--- config.mk ---
export PLATFORM = sky130hd
export DESIGN_NAME = pipe_cla_adder_flat
export DESIGN_NICKNAME = d
export VERILOG_FILES = /design/src/rtl/pipe_cla_adder_pkg.sv /design/src/rtl/pipe_cla_adder_if.sv /design/src/rtl/pipe_cla_adder_cla_block.sv /design/src/rtl/pipe_cla_adder.sv /design/src/flat_wrapper.sv
export SDC_FILE = /design/constraint.sdc
export NUM_CORES = 1
export LEC_CHECK = 0
export CORE_MARGIN = 2
export CORE_UTILIZATION = 25
export DETAILED_ROUTE_END_ITERATION = 8
export PLACE_DENSITY = 0.52
export SYNTH_ARGS = -nofsm -noshare
export SYNTH_HDL_FRONTEND = slang
export SYNTH_SLANG_ARGS = --single-unit
--- constraint.sdc ---
create_clock -name clk -period 4.75 [get_ports clk]
set_input_delay 0.95 -clock clk [delete_from_list [all_inputs] [get_ports clk]]
set_output_delay 0.95 -clock clk [all_outputs]
set_load 0.01 [all_outputs]
--- src/rtl/pipe_cla_adder_pkg.sv ---
`default_nettype none
// ============================================================================
// Module      : cla_pkg
// Description : Shared constants and the bitwise generate/propagate helper
//               for the pipelined carry-lookahead adder.
// Revision    : 1.0 - initial release
// ============================================================================
package cla_pkg;

    // Default lookahead block width; one pipeline stage per block.
    localparam int CLA_BLOCK_W = 8;

    // Per-bit generate/propagate pair.
    typedef struct packed {
        logic g;
        logic p;
    } claGp_t;

    // Generate is a&b, propagate is a^b (the xor form doubles as the
    // half-sum, so the block sum is simply p ^ carry).
    function automatic claGp_t claGenProp(input logic a, input logic b);
        claGp_t gp;
        gp.g = a & b;
        gp.p = a ^ b;
        return gp;
    endfunction

endpackage
`default_nettype wire

--- src/rtl/pipe_cla_adder_if.sv ---
`default_nettype none
// ============================================================================
// Module      : pipe_cla_adder_if
// Description : Operand / result handshake bundle for the pipelined CLA adder.
//               master = producer/consumer side, slave = adder side.
// Revision    : 1.0 - initial release
// ============================================================================
interface pipe_cla_adder_if
    import cla_pkg::*;
#(
    parameter int WIDTH = 4 * CLA_BLOCK_W
);
    logic             in_valid;
    logic             in_ready;
    logic [WIDTH-1:0] x;
    logic [WIDTH-1:0] y;
    logic             c_in;
    logic             sub;
    logic             out_valid;
    logic             out_ready;
    logic [WIDTH-1:0] s;
    logic             c_out;
    logic             ovf;
    logic             zero;

    modport master (
        output in_valid, x, y, c_in, sub, out_ready,
        input  in_ready, out_valid, s, c_out, ovf, zero
    );

    modport slave (
        input  in_valid, x, y, c_in, sub, out_ready,
        output in_ready, out_valid, s, c_out, ovf, zero
    );
endinterface
`default_nettype wire

--- src/rtl/pipe_cla_adder_cla_block.sv ---
`default_nettype none
// ============================================================================
// Module      : cla_block
// Description : Combinational BLOCK_W-bit two-level carry-lookahead adder.
//               Every internal carry is a flat sum-of-products of g, p and
//               the block carry-in (no rippling inside the block).
// Revision    : 1.0 - initial release
// ============================================================================
module cla_block
    import cla_pkg::*;
#(
    parameter int BLOCK_W = CLA_BLOCK_W
) (
    input  logic [BLOCK_W-1:0] a,
    input  logic [BLOCK_W-1:0] b,
    input  logic               cin,
    output logic [BLOCK_W-1:0] sum,
    output logic               cout,
    output logic               cMsb
);

    logic [BLOCK_W-1:0] w_g;
    logic [BLOCK_W-1:0] w_p;
    logic [BLOCK_W:0]   w_c;

    for (genvar i = 0; i < BLOCK_W; i++) begin : g_gp
        claGp_t w_gp;
        assign w_gp   = claGenProp(a[i], b[i]);
        assign w_g[i] = w_gp.g;
        assign w_p[i] = w_gp.p;
    end

    // Carry into bit i+1 = cin&p[0..i] | OR_j ( g[j] & p[j+1..i] ).
    always_comb begin : p_carry
        logic w_term;
        logic w_prod;
        w_term = 1'b0;
        w_prod = 1'b0;
        w_c    = '0;
        w_c[0] = cin;
        for (int i = 0; i < BLOCK_W; i++) begin
            w_term = cin;
            for (int j = 0; j <= i; j++) begin
                w_term = w_term & w_p[j];
            end
            for (int j = 0; j <= i; j++) begin
                w_prod = w_g[j];
                for (int k = j + 1; k <= i; k++) begin
                    w_prod = w_prod & w_p[k];
                end
                w_term = w_term | w_prod;
            end
            w_c[i+1] = w_term;
        end
    end

    assign sum  = w_p ^ w_c[BLOCK_W-1:0];
    assign cout = w_c[BLOCK_W];
    assign cMsb = w_c[BLOCK_W-1];

endmodule
`default_nettype wire

--- src/rtl/pipe_cla_adder.sv ---
`default_nettype none
// ============================================================================
// Module      : pipe_cla_adder
// Description : NSTG-stage pipelined carry-lookahead adder/subtractor with
//               valid/ready flow control and bubble-collapsing stages.
//               Stage k adds block k; upper operand bits ride along in skew
//               registers and finished sum bits accumulate in de-skew
//               registers so the last stage holds the complete result.
// Revision    : 1.0 - initial release
// ============================================================================
module pipe_cla_adder
    import cla_pkg::*;
#(
    parameter int WIDTH   = 32,
    parameter int BLOCK_W = CLA_BLOCK_W,
    parameter int NSTG    = WIDTH / BLOCK_W
) (
    input  logic            clk,
    input  logic            rst,
    pipe_cla_adder_if.slave bus
);

    logic [WIDTH-1:0] w_effB;
    logic             w_effCin;

    // Subtraction is x + ~y + 1; c_in only matters when adding.
    always_comb begin
        w_effB   = bus.sub ? ~bus.y : bus.y;
        w_effCin = bus.sub | bus.c_in;
    end

    for (genvar k = 0; k < NSTG; k++) begin : g_stage
        localparam int  HI_W    = WIDTH - (k + 1) * BLOCK_W;
        localparam bit  IS_LAST = (k == NSTG - 1);

        logic                       r_valid;
        logic                       w_take;
        logic                       w_inValid;
        logic                       w_load;
        logic [BLOCK_W-1:0]         w_aBlk;
        logic [BLOCK_W-1:0]         w_bBlk;
        logic                       w_cinBlk;
        logic [BLOCK_W-1:0]         w_sumBlk;
        logic                       w_coutBlk;
        logic                       w_cMsbBlk;
        logic [(k+1)*BLOCK_W-1:0]   w_sumAll;

        // Block operands come from the ports for stage 0, otherwise from the
        // previous stage's skew registers and registered carry.
        if (k == 0) begin : g_src0
            assign w_inValid = bus.in_valid;
            assign w_aBlk    = bus.x[BLOCK_W-1:0];
            assign w_bBlk    = w_effB[BLOCK_W-1:0];
            assign w_cinBlk  = w_effCin;
            assign w_sumAll  = w_sumBlk;
        end else begin : g_srcN
            assign w_inValid = g_stage[k-1].r_valid;
            assign w_aBlk    = g_stage[k-1].g_hi.r_aHi[BLOCK_W-1:0];
            assign w_bBlk    = g_stage[k-1].g_hi.r_bHi[BLOCK_W-1:0];
            assign w_cinBlk  = g_stage[k-1].g_hi.r_carry;
            assign w_sumAll  = {w_sumBlk, g_stage[k-1].g_hi.r_sum};
        end

        // A stage can take new content when empty or when its content moves
        // on; the chain starts at out_ready so a full pipe keeps streaming.
        if (IS_LAST) begin : g_takeLast
            assign w_take = !r_valid || bus.out_ready;
        end else begin : g_takeMid
            assign w_take = !r_valid || g_stage[k+1].w_take;
        end

        // Data registers only load real operations, so bubbles never
        // disturb held values.
        assign w_load = w_take && w_inValid;

        cla_block #(
            .BLOCK_W (BLOCK_W)
        ) u_claBlock (
            .a    (w_aBlk),
            .b    (w_bBlk),
            .cin  (w_cinBlk),
            .sum  (w_sumBlk),
            .cout (w_coutBlk),
            .cMsb (w_cMsbBlk)
        );

        // Stage occupancy; reset discards everything in flight.
        always_ff @(posedge clk) begin
            if (rst) begin
                r_valid <= 1'b0;
            end else if (w_take) begin
                r_valid <= w_inValid;
            end
        end

        if (!IS_LAST) begin : g_hi
            logic [HI_W-1:0]          r_aHi;
            logic [HI_W-1:0]          r_bHi;
            logic [(k+1)*BLOCK_W-1:0] r_sum;
            logic                     r_carry;
            logic [HI_W-1:0]          w_aRest;
            logic [HI_W-1:0]          w_bRest;

            if (k == 0) begin : g_rest0
                assign w_aRest = bus.x[WIDTH-1:BLOCK_W];
                assign w_bRest = w_effB[WIDTH-1:BLOCK_W];
            end else begin : g_restN
                assign w_aRest = g_stage[k-1].g_hi.r_aHi[HI_W+BLOCK_W-1:BLOCK_W];
                assign w_bRest = g_stage[k-1].g_hi.r_bHi[HI_W+BLOCK_W-1:BLOCK_W];
            end

            // Skew (unused operand bits), de-skew (finished sum bits) and
            // the carry into the next block.
            always_ff @(posedge clk) begin
                if (w_load) begin
                    r_aHi   <= w_aRest;
                    r_bHi   <= w_bRest;
                    r_sum   <= w_sumAll;
                    r_carry <= w_coutBlk;
                end
            end
        end else begin : g_out
            logic [WIDTH-1:0] r_s;
            logic             r_cout;
            logic             r_ovf;
            logic             r_zero;

            // Result register; holds steady while the consumer stalls.
            always_ff @(posedge clk) begin
                if (rst) begin
                    r_s    <= '0;
                    r_cout <= 1'b0;
                    r_ovf  <= 1'b0;
                    r_zero <= 1'b0;
                end else if (w_load) begin
                    r_s    <= w_sumAll;
                    r_cout <= w_coutBlk;
                    r_ovf  <= w_coutBlk ^ w_cMsbBlk;
                    r_zero <= (w_sumAll == '0);
                end
            end
        end
    end

    assign bus.in_ready  = g_stage[0].w_take;
    assign bus.out_valid = g_stage[NSTG-1].r_valid;
    assign bus.s         = g_stage[NSTG-1].g_out.r_s;
    assign bus.c_out     = g_stage[NSTG-1].g_out.r_cout;
    assign bus.ovf       = g_stage[NSTG-1].g_out.r_ovf;
    assign bus.zero      = g_stage[NSTG-1].g_out.r_zero;

endmodule
`default_nettype wire

--- src/flat_wrapper.sv ---
// flat-port wrapper written by rule: the top's interface ports become plain ports
module pipe_cla_adder_flat import cla_pkg::*;
#(
    parameter int WIDTH   = 32,
    parameter int BLOCK_W = CLA_BLOCK_W,
    parameter int NSTG    = WIDTH / BLOCK_W
)
  (clk, rst, bus_in_valid, bus_x, bus_y, bus_c_in, bus_sub, bus_out_ready, bus_in_ready, bus_out_valid, bus_s, bus_c_out, bus_ovf, bus_zero);
  pipe_cla_adder_if #(.WIDTH(WIDTH)) bus_i ();
  input  logic clk;
  input  logic rst;
  input wire logic [$bits(bus_i.in_valid)-1:0] bus_in_valid;
  input wire logic [$bits(bus_i.x)-1:0] bus_x;
  input wire logic [$bits(bus_i.y)-1:0] bus_y;
  input wire logic [$bits(bus_i.c_in)-1:0] bus_c_in;
  input wire logic [$bits(bus_i.sub)-1:0] bus_sub;
  input wire logic [$bits(bus_i.out_ready)-1:0] bus_out_ready;
  output wire logic [$bits(bus_i.in_ready)-1:0] bus_in_ready;
  output wire logic [$bits(bus_i.out_valid)-1:0] bus_out_valid;
  output wire logic [$bits(bus_i.s)-1:0] bus_s;
  output wire logic [$bits(bus_i.c_out)-1:0] bus_c_out;
  output wire logic [$bits(bus_i.ovf)-1:0] bus_ovf;
  output wire logic [$bits(bus_i.zero)-1:0] bus_zero;
  assign bus_i.in_valid = bus_in_valid;
  assign bus_i.x = bus_x;
  assign bus_i.y = bus_y;
  assign bus_i.c_in = bus_c_in;
  assign bus_i.sub = bus_sub;
  assign bus_i.out_ready = bus_out_ready;
  assign bus_in_ready = bus_i.in_ready;
  assign bus_out_valid = bus_i.out_valid;
  assign bus_s = bus_i.s;
  assign bus_c_out = bus_i.c_out;
  assign bus_ovf = bus_i.ovf;
  assign bus_zero = bus_i.zero;
  pipe_cla_adder #(.WIDTH(WIDTH), .BLOCK_W(BLOCK_W), .NSTG(NSTG)) u_core (.clk(clk), .rst(rst), .bus(bus_i));
endmodule
# After elaboration in Yosys (flattened, before gate mapping)
# Cells that the tools add are included.
[totals]
wordCells = 393
out_inout_bits = 37
register_bits = 186
[classes]
bitwise_logic = 359
reduce_logical = 13
mux = 1
[ops]
columns = ["operator", "count"]
rows = [
  ["bitwise AND 1 bit", 176],
  ["bitwise OR 1 bit", 145],
  ["bitwise XOR 1 bit", 33],
  ["zero test 32 bit", 1],
  ["2-to-1 mux 32 bit", 1],
  ["NOT 32 bit", 1],
  ["bitwise XOR 8 bit", 4],
  ["logical AND 1 bit", 4],
  ["zero test 1 bit", 4],
  ["logical OR 1 bit", 4],
]

# Depth between registers and ports, before layout
# Gate-level depths: netlist of the first run.
[logic_depth]
depth_word = 19
ltp_mapped = 10
mapped_depth_nobuf = 9

# Cells and area by module
# From an unflattened synthesis of the first run, not the netlist that was laid out.
[unflattened]
hier_cells = 525
area_unflattened_um2 = 7511.0
[by_module_without_submodules]
columns = ["module", "seq_area_each_um2", "n_inst", "area_per_inst_um2", "cells_each"]
rows = [
  ["pipe_cla_adder", 5195.0, 1, 6147.1, 366],
  ["cla_block (u_core.g_stage[1].u_claBlock ...)", 0.0, 3, 346.6, 40],
  ["cla_block (u_core.g_stage[0].u_claBlock)", 0.0, 1, 324.1, 39],
]

# Worst setup path after synthesis of the first run
# No wires, ideal clock.
[synth_timing]
path_kind = "input port to flip-flop"
start = "in bus_out_ready"
end = "reg u_core.g_stage[2].g_hi.r_aHi[0] (enable)"
stages = 2
path_slack_ps = 196
t_arrival_ps = 4051
required_time_ps = 4248
cell_sequence = "nor2b_1 > a21boi_0"
[synth_via]
elab_chain_len = 3
[synth_lines]
columns = ["element", "line", "source"]
rows = [
  ["start, declared", "flat_wrapper.sv:17", "input wire logic [$bits(bus_i.out_ready)-1:0] bus_out_ready;"],
  ["logical OR 1 bit", "pipe_cla_adder.sv:67", "assign w_take = !r_valid || bus.out_ready;"],
  ["logical OR 1 bit", "pipe_cla_adder.sv:69", "assign w_take = !r_valid || g_stage[k+1].w_take;"],
  ["logical AND 1 bit", "pipe_cla_adder.sv:74", "assign w_load = w_take && w_inValid;"],
  ["net u_core.g_stage[2].w_load", "pipe_cla_adder.sv:39", "logic w_load;"],
  ["end signal, assigned", "pipe_cla_adder.sv:116", "r_aHi <= w_aRest;"],
  ["end, declared", "pipe_cla_adder.sv:97", "logic [HI_W-1:0] r_aHi;"],
]
# The timed path passes the listed nets, and every way through them passes these cells.
# A chain may end at the register's enable or synchronous reset.

# Worst setup path in the final report of the first run
[layout_timing]
start = "in bus_out_ready"
end = "out bus_in_ready"
[layout_via]
elab_chain_len = 4
[layout_lines]
columns = ["element", "line", "source"]
rows = [
  ["logical OR 1 bit", "pipe_cla_adder.sv:67", ""],
  ["logical OR 1 bit (3 in series)", "pipe_cla_adder.sv:69", ""],
  ["end, declared", "flat_wrapper.sv:18", "output wire logic [$bits(bus_i.in_ready)-1:0] bus_in_ready;"],
]
# Every way passes these cells.

==> summary.md, run 1 <==
| Metric | Value |
|---|---|
| H-tree levels | `4` |
| Worst rel slew slack | `0.4167` |
| Worst Tran Pin Value | `0.8749 ns` |
| Routed WL | `14550 um` |
| Synth Area per Inst | `14.60 um^2` |
| Die Area | `0.03046 mm^2` |
| Register area share after synthesis | `0.7146` |
| Hold path endpoint | `u_core.g_stage[1].g_hi.r_bHi[6]$_DFFE_PP_` |
| Required time worst endpoint | `3.80 ns` |
| Status | `finished clean` |
| Global-route wire length before repair | `22950 um` |
| Layout cell share with drive strength beyond 1 | `0.07496` |
| Comb pwr share | `0.077` |
| Die height | `174.5 um` |
| Post-cts resize count | `0` |
| Initial cell density of the core | `0.2533` |
| YS warnings | `0` |
| Sequential cell area | `0.005195 mm^2` |
| Hold depth | `0` |
| Post-CTS Setup Repair Bufs | `0` |
| Static Leak | `0.003240 uW` |
| Clock skew | `0.01084 ns` |
| Mapped cell area | `0.007269 mm^2` |
| Largest net degree at the start of global routing | `58` |
| F_max | `271.1 MHz` |
| Top cell type's share of synthesized area | `0.6072` |
| CTS sink count | `186` |
| Hold path start | `u_core.g_stage[0].g_hi.r_bHi[14]$_DFFE_PP_` |
| Cell Count, Final, Fillers Out | `1011` |
| Core Util, Final | `0.3280` |
| Cell row count | `62` |
| Final hold vios | `0` |
| Peak VDD IR | `230.5 uV` |
| Layout area overhead | `29.50%` |
| Crit-path slowest cell | `clkdlybuf4s50_1` |
| Drt pass-1 iters | `4` |
| Setup_tns | `0 ns` |
| Vias | `4041` |
| Most used cell, CP | `clkdlybuf4s50_1` |
| Clk buf depth | `2` |
| Slowest stage delay, CP | `0.48 ns` |
| CTS Hold Bufs | `0` |
| Cell taking the most area after synthesis | `edfxtp_1` |
| Post-synth cell types | `36` |
| Worst R2R Path Depth | `8` |
| Post-DRT Antenna Nets | `0` |
| Fin. max-slew vios | `0` |
| Psw | `819.5 uW` |
| Net Count, Synth | `608` |
| DR WL/cell | `14.39 um` |
| R2r endpoint | `u_core.g_stage[1].g_hi.r_carry$_DFFE_PP_` |
| Fin crit share | `0.7765` |
| GR Overflow Total | `0` |
| Maxcap violations | `0` |
| Crit Path Class | `in -> out` |
| Crit-path leading delay family | `simple AND/OR/NAND/NOR gates` |
| Vias per inst | `3.997` |
| Port Buffer Count | `106` |
| Synth Register Bits | `186` |
| Area after DPL | `0.008831 mm^2` |
| Width of the die | `174.5 um` |
| Worst min-delay path category | `reg -> reg` |
| I/O pin total | `107` |
| Clock slew at reported path FFs | `0.08 ns` |
| Fin area | `0.009414 mm^2` |
| Arrival time at the worst endpoint | `2.74 ns` |
| Drc violations | `0` |
| Ant. Diodes | `0` |
| Placed cell count | `979` |
| Core footprint | `0.02870 mm^2` |
| NumNets Final | `724` |
| CP Cell Sequence | `clkdlybuf4s50_1 -> nor2b_1 -> and3_1 -> nand2_1 -> clkdlybuf4s50_1` |
| R2R Setup Slk | `2.19 ns` |
| TritonCTS clock tree | `yes` |
| Final GP Congestion | `0.6890` |
| CP endpoint kind | `output port` |
| # fillers | `2857` |
| Power Dens Cells | `379.2 mW/mm^2` |
| Num CTS Buffers | `17` |
| Setup violations, final | `0` |
| Post-DP HPWL | `10180 um` |
| Smallest hold slack | `0.4113 ns` |
| Total track usage | `0.09961` |
| Critical-path maximum fanout | `6` |
| Root Driver | `clkbuf_16` |
| Minimum clock period | `3.688 ns` |
| Area of the multi-input gates | `0.002028 mm^2` |
| WP buf/inv | `2` |
| RSZ-0062 raised after global routing | `no` |
| Net Sw Frac | `0.2296` |
| Clock Latency Late Sink | `0.42 ns` |
| Worst r2r src | `u_core.g_stage[0].g_hi.r_aHi[0]$_DFFE_PP_` |
| Vias in the first global route | `4184` |
| Pint | `2750 uW` |
| Worst Setup Start Kind | `input pin` |
| Drt initial violations | `203` |
| Top post-synthesis cells by area | `edfxtp_1 61%, dfxtp_1 11%, ha_1 6.2%` |
| Clock share of power | `0.393` |
| Initial antenna violation count | `0` |
| Syn Inst Count | `498` |
| Flop pwr share | `0.529` |
==> registers in the layout, summed over array words and instances, names as in the netlist <==
register,flops
u_core.bus.c_out,1
u_core.bus.out_valid,1
u_core.bus.ovf,1
u_core.bus.s,32
u_core.bus.zero,1
u_core.g_stage.g_hi.r_aHi,48
u_core.g_stage.g_hi.r_bHi,48
u_core.g_stage.g_hi.r_carry,3
u_core.g_stage.g_hi.r_sum,48
u_core.g_stage.r_valid,3
==> per-stage QoR <==
stage	setup slack (ns)	total power, uW
6_report	1.062	3569
5_1_grt	0.8925	3735
4_1_cts	1.047	3628
3_5_place_dp	0.9969	2210
3_3_place_gp	1.042	2205
2_1_floorplan	0.1964	2082
==> cells by family (layout without fill, tap and decap cells) <==
family | after synthesis | after routing | synth area share
AND/OR/NAND/NOR | 130 | 130 | 0.07952
multiplexers | 1 | 1 | 0.001377
AO/OA/AOI/OAI | 76 | 76 | 0.06764
buffers and inverters | 21 | 150 | 0.01084
adder cells (fa/ha/maj) | 40 | 40 | 0.07298
XOR/XNOR | 44 | 44 | 0.05301
flip-flops | 186 | 186 | 0.7146
==> cells in the mapped netlist (all sizes together) <==
master	count
and3	4
nand2b	2
dfxtp	39
nand4b	1
ha	36
o31a	6
xnor2	9
a21o	1
nor3	13
or4	1
o21a	19
o31ai	1
edfxtp	147
nor2b	4
nand3b	1
a31oi	1
or2	4
a221o	1
nor2	31
a211oi	3
nand2	59
mux2i	1
nor4	6
fa	4
o21ai	5
inv	5
a21oi	37
buf	3
xor2	35
or3	3
clkbuf	13
a21boi	1
o221a	1
nand4	1
==> power by group through the flow <==
stage / combinational (uW) / sequential [uW] / clock [uW]
2_1_floorplan: 157 / 1930 / 0
3_3_place_gp: 278 / 1930 / 0
3_5_place_dp: 282 / 1930 / 0
4_1_cts: 284 / 1890 / 1450
5_1_grt: 312 / 1900 / 1520
6_report: 276 / 1890 / 1400
==> routing by layer <==
layer	GRT usage	vias up	share of wire
met5	0	-	0
met4	0.02604	0	0.0087
met3	0.03040	8	0.053
met2	0.1639	94	0.48
met1	0.1277	1901	0.46
li1	-	2038	-
==> how the worst max path moves through the flow <==
stage,from,end,slack [ns],cells after the start
CTS,bus_out_ready,bus_in_ready,1.05,5
global placement,bus_sub,u_core.g_stage[0].g_hi.r_carry$_DFFE_PP_,1.04,10
detailed placement,bus_sub,u_core.g_stage[0].g_hi.r_carry$_DFFE_PP_,1.0,10
floorplan,bus_out_ready,u_core.g_stage[2].g_hi.r_aHi[0]$_DFFE_PP_,0.20,2
finish,bus_out_ready,bus_in_ready,1.06,5
global route,bus_out_ready,bus_in_ready,0.89,5
==> placed cells by master (no fill, tap or decap), drive strengths merged, types with 4 or more instances in the layout <==
master	n
edfxtp	147
clkdlybuf4s50	105
nand2	59
dfxtp	39
a21oi	37
ha	36
xor2	35
nor2	31
o21a	19
clkbuf	18
nor3	13
inv	11
xnor2	9
buf	8
o31a	6
nor4	6
o21ai	5
and3	4
fa	4
clkinvlp	4
or2	4
nor2b	4
==> layout make-up <==
cell class                 count  share of cell area
multi-input combinational    291              0.2154
tap                          384             0.05104
clock buffer                  18             0.04559
inverter                       5            0.001994
timing repair buffer         113              0.1178
sequential                   186              0.5518
clock inverter                14             0.01635
==> worst register-to-register path, cell delays in order (launching register included) <==
cell and delay, ns:
edfxtp_1 0.43, ha_1 0.30, ha_1 0.20, o21a_1 0.20, o21a_1 0.20, o21a_1 0.22
o31a_1 0.29, o31a_1 0.26, or2_1 0.22
(Power assumes the default switching activity.)
==> run 2: changes to the inputs <==
Clock period 4.75 ns to 3 ns, I/O delays scaled along.
==> summary.md, run 2 (synthesized netlist as in run 1, its figures left out) <==
| Metric | Value |
|---|---|
| Worst R2R Path Depth | `9` |
| Peak VDD IR | `343.7 uV` |
| Post-DP HPWL | `9749 um` |
| Global-route wire length before repair | `22160 um` |
| F_max | `355.7 MHz` |
| Layout area overhead | `30.33%` |
| TritonCTS clock tree | `yes` |
| Most frequent cells in the layout | `147 x edfxtp_1, 105 x clkdlybuf4s50_1, 59 x nand2_1` |
| Core footprint | `0.02870 mm^2` |
| Fin crit share | `0.9371` |
| Power Dens Cells | `583.5 mW/mm^2` |
| Initial cell density of the core | `0.2533` |
| Post-CTS Setup Repair Bufs | `0` |
| Drt initial violations | `153` |
| GR Overflow Total | `0` |
| Largest net degree at the start of global routing | `58` |
| Clock skew | `0.009991 ns` |
| Worst Setup Start Kind | `input pin` |
| Critical path depth in cells | `10` |
| CTS sink count | `186` |
| CP endpoint kind | `register` |
| Final hold vios | `0` |
| Maxcap violations | `0` |
| NumNets Final | `733` |
| Arrival time at the worst endpoint | `2.98 ns` |
| Clk buf depth | `2` |
| Ant. Diodes | `0` |
| Static Leak | `0.003281 uW` |
| Post-DRT Antenna Nets | `0` |
| Required time worst endpoint | `3.17 ns` |
| Cell row count | `62` |
| Worst rel slew slack | `0.6757` |
| Crit Path Class | `in -> reg` |
| Worst Tran Pin Value | `0.4820 ns` |
| Routed WL | `13960 um` |
| Minimum clock period | `2.811 ns` |
| Vias per inst | `3.998` |
| Clock slew at reported path FFs | `0.07 ns` |
| DR WL/cell | `13.68 um` |
| Post-cts resize count | `0` |
| Hold depth | `0` |
| Final GP Congestion | `0.6927` |
| Clock Latency Late Sink | `0.42 ns` |
| Initial antenna violation count | `0` |
| Fin. max-slew vios | `0` |
| Vias | `4078` |
| CP Cell Sequence | `clkdlybuf4s50_1 -> xor2_1 -> ha_1 -> ha_1 -> o21a_1 -> o21a_1 -> o21a_1 -> o31a_1 -> o31a_1 -> or2_1` |
| Status | `finished clean` |
| Port Buffer Count | `106` |
| RSZ-0062 raised after global routing | `no` |
| Drc violations | `0` |
| Crit-path leading delay family | `compound AO/OA/AOI/OAI gates` |
| Layout cell share with drive strength beyond 1 | `0.07862` |
| Slowest stage delay, CP | `0.47 ns` |
| # fillers | `2869` |
| Largest regs | `u_core.g_stage.g_hi.r_aHi x48, u_core.g_stage.g_hi.r_bHi x48, u_core.g_stage.g_hi.r_sum x48` |
| Total track usage | `0.09632` |
| Worst min-delay path category | `reg -> reg` |
| H-tree levels | `4` |
| Total power | `5528 uW` |
| Crit-path slowest cell | `clkdlybuf4s50_1` |
| Most used cell, CP | `o21a_1` |
| Setup violations, final | `0` |
| Root Driver | `clkbuf_16` |
| Drt pass-1 iters | `4` |
| Num CTS Buffers | `17` |
| Critical-path maximum fanout | `2` |
| WP buf/inv | `1` |
| Die Area | `0.03046 mm^2` |
| Vias in the first global route | `4097` |
| Commonest non-fill, non-tap cell in the layout | `edfxtp_1` |
| CTS Hold Bufs | `0` |
| Core Util, Final | `0.3301` |
| I/O pin total | `107` |
| Die height | `174.5 um` |
| Width of the die | `174.5 um` |
-- run 2: path summary, 6_finish.rpt --
check | to | slack (ns) | startpoint
worst max-delay path | u_core.g_stage[0].g_hi.r_carry$_DFFE_PP_ | 0.19 | bus_y[0]
worst min-delay path | u_core.g_stage[1].g_hi.r_aHi[13]$_DFFE_PP_ | 0.41 | u_core.g_stage[0].g_hi.r_aHi[21]$_DFFE_PP_
worst max register to register | u_core.bus.zero$_SDFFE_PP0P_ | 0.40 | u_core.g_stage[2].g_hi.r_carry$_DFFE_PP_
worst min register to register | u_core.g_stage[1].g_hi.r_aHi[13]$_DFFE_PP_ | 0.41 | u_core.g_stage[0].g_hi.r_aHi[21]$_DFFE_PP_
-- run 2: layout make-up --
type                    count  area, um^2  area share
clock buffers              25       465.4     0.04913
clock inverters             7       72.57    0.007660
inverters                   5       18.77    0.001981
multi-input cells         291        2028      0.2141
flip-flops and latches    186        5195      0.5483
well taps                 384       480.5     0.05071
repair buffers            122        1214      0.1281
-- run 2: stage by stage --
| step | worst slack [ns] | area (um^2) | TNS (ns) | hold WS [ns] | cells |
|---|---|---|---|---|---|
| 2_1_floorplan | -0.1185 | 7277 | -4.859 | 0.4003 | 498 |
| 3_3_place_gp | -0.2154 | 8936 | -0.4095 | 0.4027 | 988 |
| 3_5_place_dp | -0.2460 | 8936 | -0.5514 | 0.4045 | 988 |
| 4_1_cts | 0.1975 | 9474 | 0 | 0.4135 | 1020 |
| 5_1_grt | 0.05994 | 9474 | 0 | 0.4215 | 1020 |
| 6_report | 0.1888 | 9474 | 0 | 0.4101 | 1020 |
-- run 2: metal layers --
layer | vias to the layer above | GRT usage | share of wire
met2 | 86 | 0.1563 | 0.47
li1 | 2063 | - | -
met3 | 12 | 0.03587 | 0.052
met4 | 0 | 0.02396 | 0.0090
met1 | 1917 | 0.1218 | 0.46
met5 | - | 0 | 0
-- run 2: where the power goes --
| group | leakage [uW] | total [uW] | internal, uW | switching (uW) |
|---|---|---|---|---|
| registers | 0.00171 | 2990 | 2950 | 40.0 |
| logic | 0.00132 | 451 | 238 | 213 |
| clock network | 0.000255 | 2080 | 1170 | 915 |
| total | 0.00328 | 5530 | 4360 | 1170 |
